### src/rtl/txepad_pkg.sv
// Shared net definitions: minimum frame length and the pad FSM state encoding,
// common to the transmit padder and the receive-side minimum-length check.
package txepad_pkg;

    localparam int NET_MINBYTES = 60;
    localparam int BYTE_W       = 8;

    typedef enum logic [1:0] {
        IDLE = 2'd0,
        DATA = 2'd1,
        PAD  = 2'd2
    } padState_t;

endpackage

### src/rtl/txepad_if.sv
// Byte stream with valid/ready handshake, last marker and frame-abort flag.
interface txepad_if;
    import txepad_pkg::*;

    logic              valid;
    logic              ready;
    logic [BYTE_W-1:0] data;
    logic              last;
    logic              abort;

    modport master (output valid, output data, output last, output abort, input ready);
    modport slave  (input valid, input data, input last, input abort, output ready);

endinterface

### src/rtl/txepad.sv
// Transmit padder: forwards frames through a one-beat output register and
// appends zero bytes so every enabled frame reaches MINBYTES before its LAST.
module txepad
    import txepad_pkg::*;
#(
    parameter int MINBYTES = NET_MINBYTES
) (
    input  logic     i_clk,
    input  logic     i_reset,
    input  logic     i_en,
    txepad_if.slave  sAxin,
    txepad_if.master mAxin
);

    localparam int LGNCOUNT = $clog2(MINBYTES + 2);
    localparam int CW       = LGNCOUNT + 1;
    localparam logic [CW-1:0] NSAT = CW'(2 ** LGNCOUNT);

    padState_t         state_q, state_d;
    logic [CW-1:0]     ncnt_q, ncnt_d;
    logic              en_q, en_d;
    logic              mValid_q, mValid_d;
    logic [BYTE_W-1:0] mData_q, mData_d;
    logic              mLast_q, mLast_d;
    logic              mAbort_q, mAbort_d;

    logic              outFree;
    logic              aborting;
    logic              sReady;
    logic              accept;
    logic              enNow;
    logic              reachedMin;
    logic [CW-1:0]     ncntInc;

    assign outFree    = !mValid_q || mAxin.ready;
    assign aborting   = (state_q == DATA) && sAxin.abort;
    // An outstanding abort blocks new beats until the sink has seen it.
    assign sReady     = (state_q != PAD) && outFree && (!mAbort_q || mAxin.ready) && !aborting;
    assign accept     = sAxin.valid && sReady;
    assign enNow      = (state_q == IDLE) ? i_en : en_q;
    assign reachedMin = (int'(ncnt_q) + 1) >= MINBYTES;
    assign ncntInc    = (ncnt_q == NSAT) ? ncnt_q : ncnt_q + CW'(1);

    always_ff @(posedge i_clk) begin
        if (i_reset) begin
            state_q  <= IDLE;
            ncnt_q   <= '0;
            en_q     <= 1'b0;
            mValid_q <= 1'b0;
            mData_q  <= '0;
            mLast_q  <= 1'b0;
            mAbort_q <= 1'b0;
        end else begin
            state_q  <= state_d;
            ncnt_q   <= ncnt_d;
            en_q     <= en_d;
            mValid_q <= mValid_d;
            mData_q  <= mData_d;
            mLast_q  <= mLast_d;
            mAbort_q <= mAbort_d;
        end
    end

    always_comb begin
        state_d  = state_q;
        ncnt_d   = ncnt_q;
        en_d     = en_q;
        mValid_d = mValid_q && !mAxin.ready;
        mData_d  = mData_q;
        mLast_d  = mLast_q;
        mAbort_d = mAbort_q && !mAxin.ready;

        unique case (state_q)
            IDLE, DATA: begin
                if (state_q == IDLE) begin
                    ncnt_d = '0;
                end
                if (aborting) begin
                    mValid_d = 1'b0;
                    mLast_d  = 1'b0;
                    mAbort_d = 1'b1;
                    ncnt_d   = '0;
                    state_d  = IDLE;
                end else if (accept) begin
                    mValid_d = 1'b1;
                    mData_d  = sAxin.data;
                    ncnt_d   = ncntInc;
                    if (state_q == IDLE) begin
                        en_d = i_en;
                    end
                    // A short final beat hands over to PAD instead of closing the frame.
                    if (!sAxin.last) begin
                        mLast_d = 1'b0;
                        state_d = DATA;
                    end else if (reachedMin || !enNow) begin
                        mLast_d = 1'b1;
                        ncnt_d  = '0;
                        state_d = IDLE;
                    end else begin
                        mLast_d = 1'b0;
                        state_d = PAD;
                    end
                end
            end
            PAD: begin
                if (outFree) begin
                    mValid_d = 1'b1;
                    mData_d  = '0;
                    ncnt_d   = ncntInc;
                    if (int'(ncnt_q) == MINBYTES - 1) begin
                        mLast_d = 1'b1;
                        ncnt_d  = '0;
                        state_d = IDLE;
                    end else begin
                        mLast_d = 1'b0;
                    end
                end
            end
            default: begin
                state_d = IDLE;
            end
        endcase
    end

    assign sAxin.ready = sReady;
    assign mAxin.valid = mValid_q;
    assign mAxin.data  = mData_q;
    assign mAxin.last  = mLast_q;
    assign mAxin.abort = mAbort_q;

endmodule

### src/flat_wrapper.sv
// flat-port wrapper written by rule: the top's interface ports become plain ports
module txepad_flat import txepad_pkg::*;
#(
    parameter int MINBYTES = NET_MINBYTES
)
  (i_clk, i_reset, i_en, sAxin_valid, sAxin_data, sAxin_last, sAxin_abort, sAxin_ready, mAxin_valid, mAxin_data, mAxin_last, mAxin_abort, mAxin_ready);
  txepad_if sAxin_i ();
  txepad_if mAxin_i ();
  input  logic i_clk;
  input  logic i_reset;
  input  logic i_en;
  input wire logic [$bits(sAxin_i.valid)-1:0] sAxin_valid;
  input wire logic [$bits(sAxin_i.data)-1:0] sAxin_data;
  input wire logic [$bits(sAxin_i.last)-1:0] sAxin_last;
  input wire logic [$bits(sAxin_i.abort)-1:0] sAxin_abort;
  output wire logic [$bits(sAxin_i.ready)-1:0] sAxin_ready;
  output wire logic [$bits(mAxin_i.valid)-1:0] mAxin_valid;
  output wire logic [$bits(mAxin_i.data)-1:0] mAxin_data;
  output wire logic [$bits(mAxin_i.last)-1:0] mAxin_last;
  output wire logic [$bits(mAxin_i.abort)-1:0] mAxin_abort;
  input wire logic [$bits(mAxin_i.ready)-1:0] mAxin_ready;
  assign sAxin_i.valid = sAxin_valid;
  assign sAxin_i.data = sAxin_data;
  assign sAxin_i.last = sAxin_last;
  assign sAxin_i.abort = sAxin_abort;
  assign sAxin_ready = sAxin_i.ready;
  assign mAxin_valid = mAxin_i.valid;
  assign mAxin_data = mAxin_i.data;
  assign mAxin_last = mAxin_i.last;
  assign mAxin_abort = mAxin_i.abort;
  assign mAxin_i.ready = mAxin_ready;
  txepad #(.MINBYTES(MINBYTES)) u_core (.i_clk(i_clk), .i_reset(i_reset), .i_en(i_en), .sAxin(sAxin_i), .mAxin(mAxin_i));
endmodule
### config.mk
export PLATFORM = sky130hd
export DESIGN_NAME = txepad_flat
export DESIGN_NICKNAME = d
export VERILOG_FILES = /design/src/rtl/txepad_pkg.sv /design/src/rtl/txepad_if.sv /design/src/rtl/txepad.sv /design/src/flat_wrapper.sv
export SDC_FILE = /design/constraint.sdc
export NUM_CORES = 1
export LEC_CHECK = 0
export CORE_ASPECT_RATIO = 1.25
export CORE_MARGIN = 8
export CORE_UTILIZATION = 53
export CTS_CLUSTER_DIAMETER = 100
export DETAILED_ROUTE_END_ITERATION = 7
export GPL_ROUTABILITY_DRIVEN = 0
export PLACE_DENSITY_LB_ADDON = 0.05
export SYNTH_ARGS = -nofsm -noshare
export SYNTH_HDL_FRONTEND = slang
export SYNTH_SLANG_ARGS = --single-unit
### constraint.sdc
create_clock -name i_clk -period 5 [get_ports i_clk]
set_input_delay 1 -clock i_clk [delete_from_list [all_inputs] [get_ports i_clk]]
set_output_delay 1 -clock i_clk [all_outputs]
set_load 0.005 [all_outputs]
* Yosys cells after proc, flatten, opt, wreduce, memory -nomap -nowiden *
Index checks and enable logic that the tools add are counted.

storage, ports and cells
  register bits after elaboration = 21
  output and inout port bits = 12
  logic and storage cells = 79

operators by class
  $add $sub $neg = 2
  $lt $le $gt $ge = 1
  equal/unequal tests = 11
  multiplexer cells = 34
  bitwise logic cells = 1
  reduce and logical (&&, ||, !) cells = 23

operators by type and width
  kind                                                                     number
  7-bit 2-to-1 mux                                                         8
  32-bit by 7-bit >= comparator with 1-bit output (second input constant)  1
  8-bit 2-to-1 mux                                                         3
  8-bit case mux with 2 select lines                                       1
  7-bit == test (second input constant)                                    2
  7-bit case mux with 2 select lines                                       1
  1-bit 2-to-1 mux                                                         12
  2-bit 2-to-1 mux                                                         6
  3-bit AND reduction                                                      4
  7-bit by 1-bit adder with 8-bit output (second input constant)           1
  7-bit by 1-bit adder with 7-bit output (second input constant)           1
  1-bit logical AND                                                        7
  2-bit by 1-bit != test with 1-bit output (second input constant)         3
  1-bit logical NOT                                                        5
  2-bit != test (second input constant)                                    2
  4-bit by 1-bit != test with 1-bit output (second input constant)         1
  1-bit case mux with 2 select lines                                       2
  2-bit case mux with 2 select lines                                       1
  4-bit AND reduction                                                      1
  1-bit logical OR                                                         3
  3-bit by 1-bit != test with 1-bit output (second input constant)         1
  2-bit by 1-bit == test with 1-bit output (second input constant)         1
  2-bit == test (second input constant)                                    1
  2-bit logical NOT                                                        1
  3 further kinds                                                          3

* Logic depth before layout (Yosys ltp) *
  word-level depth = 9
  mapped depth = 8

* Worst setup path before layout *
No wires, ideal clock.

  kind = input-to-output
  from = input sAxin_abort
  to = output sAxin_ready
  arrival time = 1.351 ns
  slack = 2.649 ns
  cell stages on the path = 2
  buffers on the path = 0
  path through = nand3b_1 -> and3_1

on the way
  longest elaborated chain between the ends = 3

RTL lines
  item                line                source
  start: declaration  flat_wrapper.sv:15  input wire logic [$bits(sAxin_i.abort)-1:0] sAxin_abort;
  1-bit logical AND   txepad.sv:36        assign aborting = (state_q == DATA) && sAxin.abort;
  1-bit logical NOT   txepad.sv:38        assign sReady = (state_q != PAD) && outFree && (!mAbort_q || mAxin.ready) && !aborting;
  1-bit logical AND   txepad.sv:38
  end: declaration    flat_wrapper.sv:16  output wire logic [$bits(sAxin_i.ready)-1:0] sAxin_ready;

No other way between the ends.

* Final worst setup path *
Same ends and word-level chain as after synthesis.

==> reports/results.tsv <==
stage	metric	value	unit
run_status	status	finished, final reports clean	
drt	drc_errors	0	
critical_path	path_class	input port to output pin	
global_route	track_usage	0.159	
layout	layout_common_cells	clkdlybuf4s50_1, dfxtp_1, nand2_1, a21oi_1, nand3_1	
drt	wl_per_cell	14.6	microns
placed_design	dpl.hpwl	2250	microns
clock_network	clk_latency	0.30	ns
yosys	netlist_instances	148	
yosys	synth_seq_cells	21	
global_route	grt_start_max_net_pins	23	
drt	routed_wl	2930	microns
yosys	synth_warnings	0	
global_route	grt_pass1_wl	5020	microns
clock_network	root_buffer	clkbuf_4	
clock_network	cts_buffers	3	
yosys	syn_nets	165	
yosys	synth_top_family_by_area	simple AND/OR/NAND/NOR gates	
layout	layout.nets	187	
yosys	yosysSeqAreaShare	0.357	
power_and_ir_drop	p_int	0.000256	W
die	core_area	2160	sq um
timing	worstMarginPinSlew	0.807	ns
layout	diodes	0	
yosys	yosysTopAreaCell	dfxtp_1	
hold_path	min_path_type	flip-flop to flip-flop	
timing	period_share	0.674	
power_and_ir_drop	powerDensity	249	nW/um^2
global_route	antenna_found_initial	0	
timing	fin_setup_tns	0	ns
placed_design	port_buffers	26	
critical_path	startpoint_type	input port	
yosys	yosys.area_share.simple	0.288	
drt	post_drt_via_cell_ratio	5.68	
timing	fmax	297	MHz
yosys	syn_area	1180	sq um
layout	final_common_cell	clkdlybuf4s50_1	
global_route	grt_remaining_overflow	0	
yosys	ys.flop_type	dfxtp_1	
drt	first_pass_iters	5	
power_and_ir_drop	p_leak	0.531	nW
clock_network	cts_hold_buf	0	
power_and_ir_drop	ir_drop	0.000197	V
timing	fin_skew	0.00152	ns
layout	drive_above_1_share	0.0533	
yosys	synth-edff-count	0	
yosys	synthXorXnorAreaFrac	0.0297	
yosys	synthAdderAreaFrac	0.0212	
power_and_ir_drop	comb_power_share	0.256	
clock_network	post_cts_buffers	0	
drt	dr.first_iter.drc_count	48	
power_and_ir_drop	power_switching_share	0.300	
timing	slew_headroom	0.461	
timing	rsz0062_at_grt	false	
die	start_util	0.545	
power_and_ir_drop	p_clk_frac	0.227	
clock_network	cts.htree.levels	1	
critical_path	crit_fanout	6	
die	die_y	68.7	microns
flow_run	drv_cap	0	
timing	fin_crit	3.37	ns
clock_network	clockBufferDepth	2	
yosys	synthMuxAreaShare	0.0297	
yosys	netlist-cell-type-count	40	
yosys	synth_top_area_frac	0.357	
layout	area_growth_syn_to_layout	24.5	%
die	num_rows	19	
critical_path	cp_data_arrival_time	2.37	ns
die	dieArea	4000	sq um
clock_network	cts_resized	0	
clock_network	clk_pin_slew_worst_paths	0.12	ns
critical_path	worstSetupEndpointType	output pin	
yosys	synth_area_leaders	dfxtp_1, nand2_1, a21oi_1	
yosys	synth.avg_cell_area	7.96	sq um
global_route	grt_pass1_vias	1130	
timing	setup_viol	0	
yosys	synth_compound_area_frac	0.224	
die	io_pins	27	
drt	final_antenna_net_count	0	
power_and_ir_drop	p_sw	0.000110	W
die	die_w	58.2	microns
drt	num_vias	1136	
critical_path	crit_required	4.00	ns
clock_network	cts_tree	built	
timing	slew_viol_final	0	
yosys	async_flop_share	0	
power_and_ir_drop	power_frac_seq	0.517	
timing	finalHoldViolCount	0	
layout	fin_util	0.678	
clock_network	numClockSinks	21	
-- cell type report --
| class | count | area, sq um |
|---|---|---|
| clock buffers | 3 | 22.5 |
| clock inverters | 1 | 5.00 |
| fillers | 178 | 696 |
| inverters | 6 | 22.5 |
| multi-input cells | 112 | 698 |
| flip-flops and latches | 21 | 420 |
| well taps | 31 | 38.8 |
| repair buffers | 26 | 260 |
-- Yosys cell counts, types with 2 or more instances --
cell type / instances
a211oi_1: 4
a21o_1: 2
a21oi_1: 13
and2_1: 3
buf_2: 3
clkbuf_1: 6
dfxtp_1: 21
ha_1: 2
inv_1: 6
mux2i_1: 2
nand2_1: 19
nand2b_1: 4
nand3_1: 12
nand3b_1: 4
nand4_1: 3
nor2_1: 10
nor2b_1: 3
o21a_1: 2
o21ai_0: 6
xnor2_1: 3
-- path summary, 6_finish.rpt --
kind                             start  cells past startpoint              endpoint  slack, ns
setup reg to reg      u_core.ncnt_q[1]                      7      u_core.ncnt_q[1]       2.60
hold / removal    u_core.mAxin.data[0]                      2  u_core.mAxin.data[0]       0.46
hold reg to reg   u_core.mAxin.data[0]                      2  u_core.mAxin.data[0]       0.46
setup / recovery           sAxin_abort                      4           sAxin_ready       1.63
-- registers in the layout, summed over array words and instances, names as in the netlist --
register            flops
u_core.mAxin.data       8
u_core.ncnt_q           7
u_core.state_q          2
u_core.en_q             1
u_core.mAxin.abort      1
u_core.mAxin.last       1
u_core.mAxin.valid      1
-- cell families after synthesis --
logic type                 Yosys count
and+or+nand+nor                     66
AOI/OAI and AO/OA                   37
DFF                                 21
buffers and inverters               15
xor gates and xnor gates             4
muxes                                3
adders and majority gates            2
-- through the flow --
step	std cells	total power (W)	area [sq um]	hold slack, ns	setup slack (ns)
final	200	0.000366	1470	0.462	1.63
after floorplan	148	0.000244	1180	0.448	2.65
after global routing	200	0.000392	1470	0.480	1.55
after CTS	200	0.000371	1470	0.463	1.63
after detailed placement	196	0.000287	1440	0.448	1.64
after global placement	196	0.000285	1440	0.438	1.65
-- metal layers --
metal	global-route usage	share of wire
met5	0	0
met4	0.0644	0.013
met3	0.0538	0.064
met2	0.286	0.52
met1	0.167	0.40
-- worst max-delay path, cell delays in order --
cell,delay [ns]
clkdlybuf4s50_1,0.50
nand3b_1,0.18
and3_1,0.24
clkdlybuf4s50_1,0.45
-- power groups by stage --
stage	registers (W)	clock network (W)	logic [W]
4_1_cts	0.000189	0.0000867	0.0000947
3_5_place_dp	0.000193	0	0.0000939
2_1_floorplan	0.000190	0	0.0000531
3_3_place_gp	0.000192	0	0.0000922
6_report	0.000189	0.0000831	0.0000939
5_1_grt	0.000191	0.0000960	0.000105
Power figures use the tool's default switching activity.
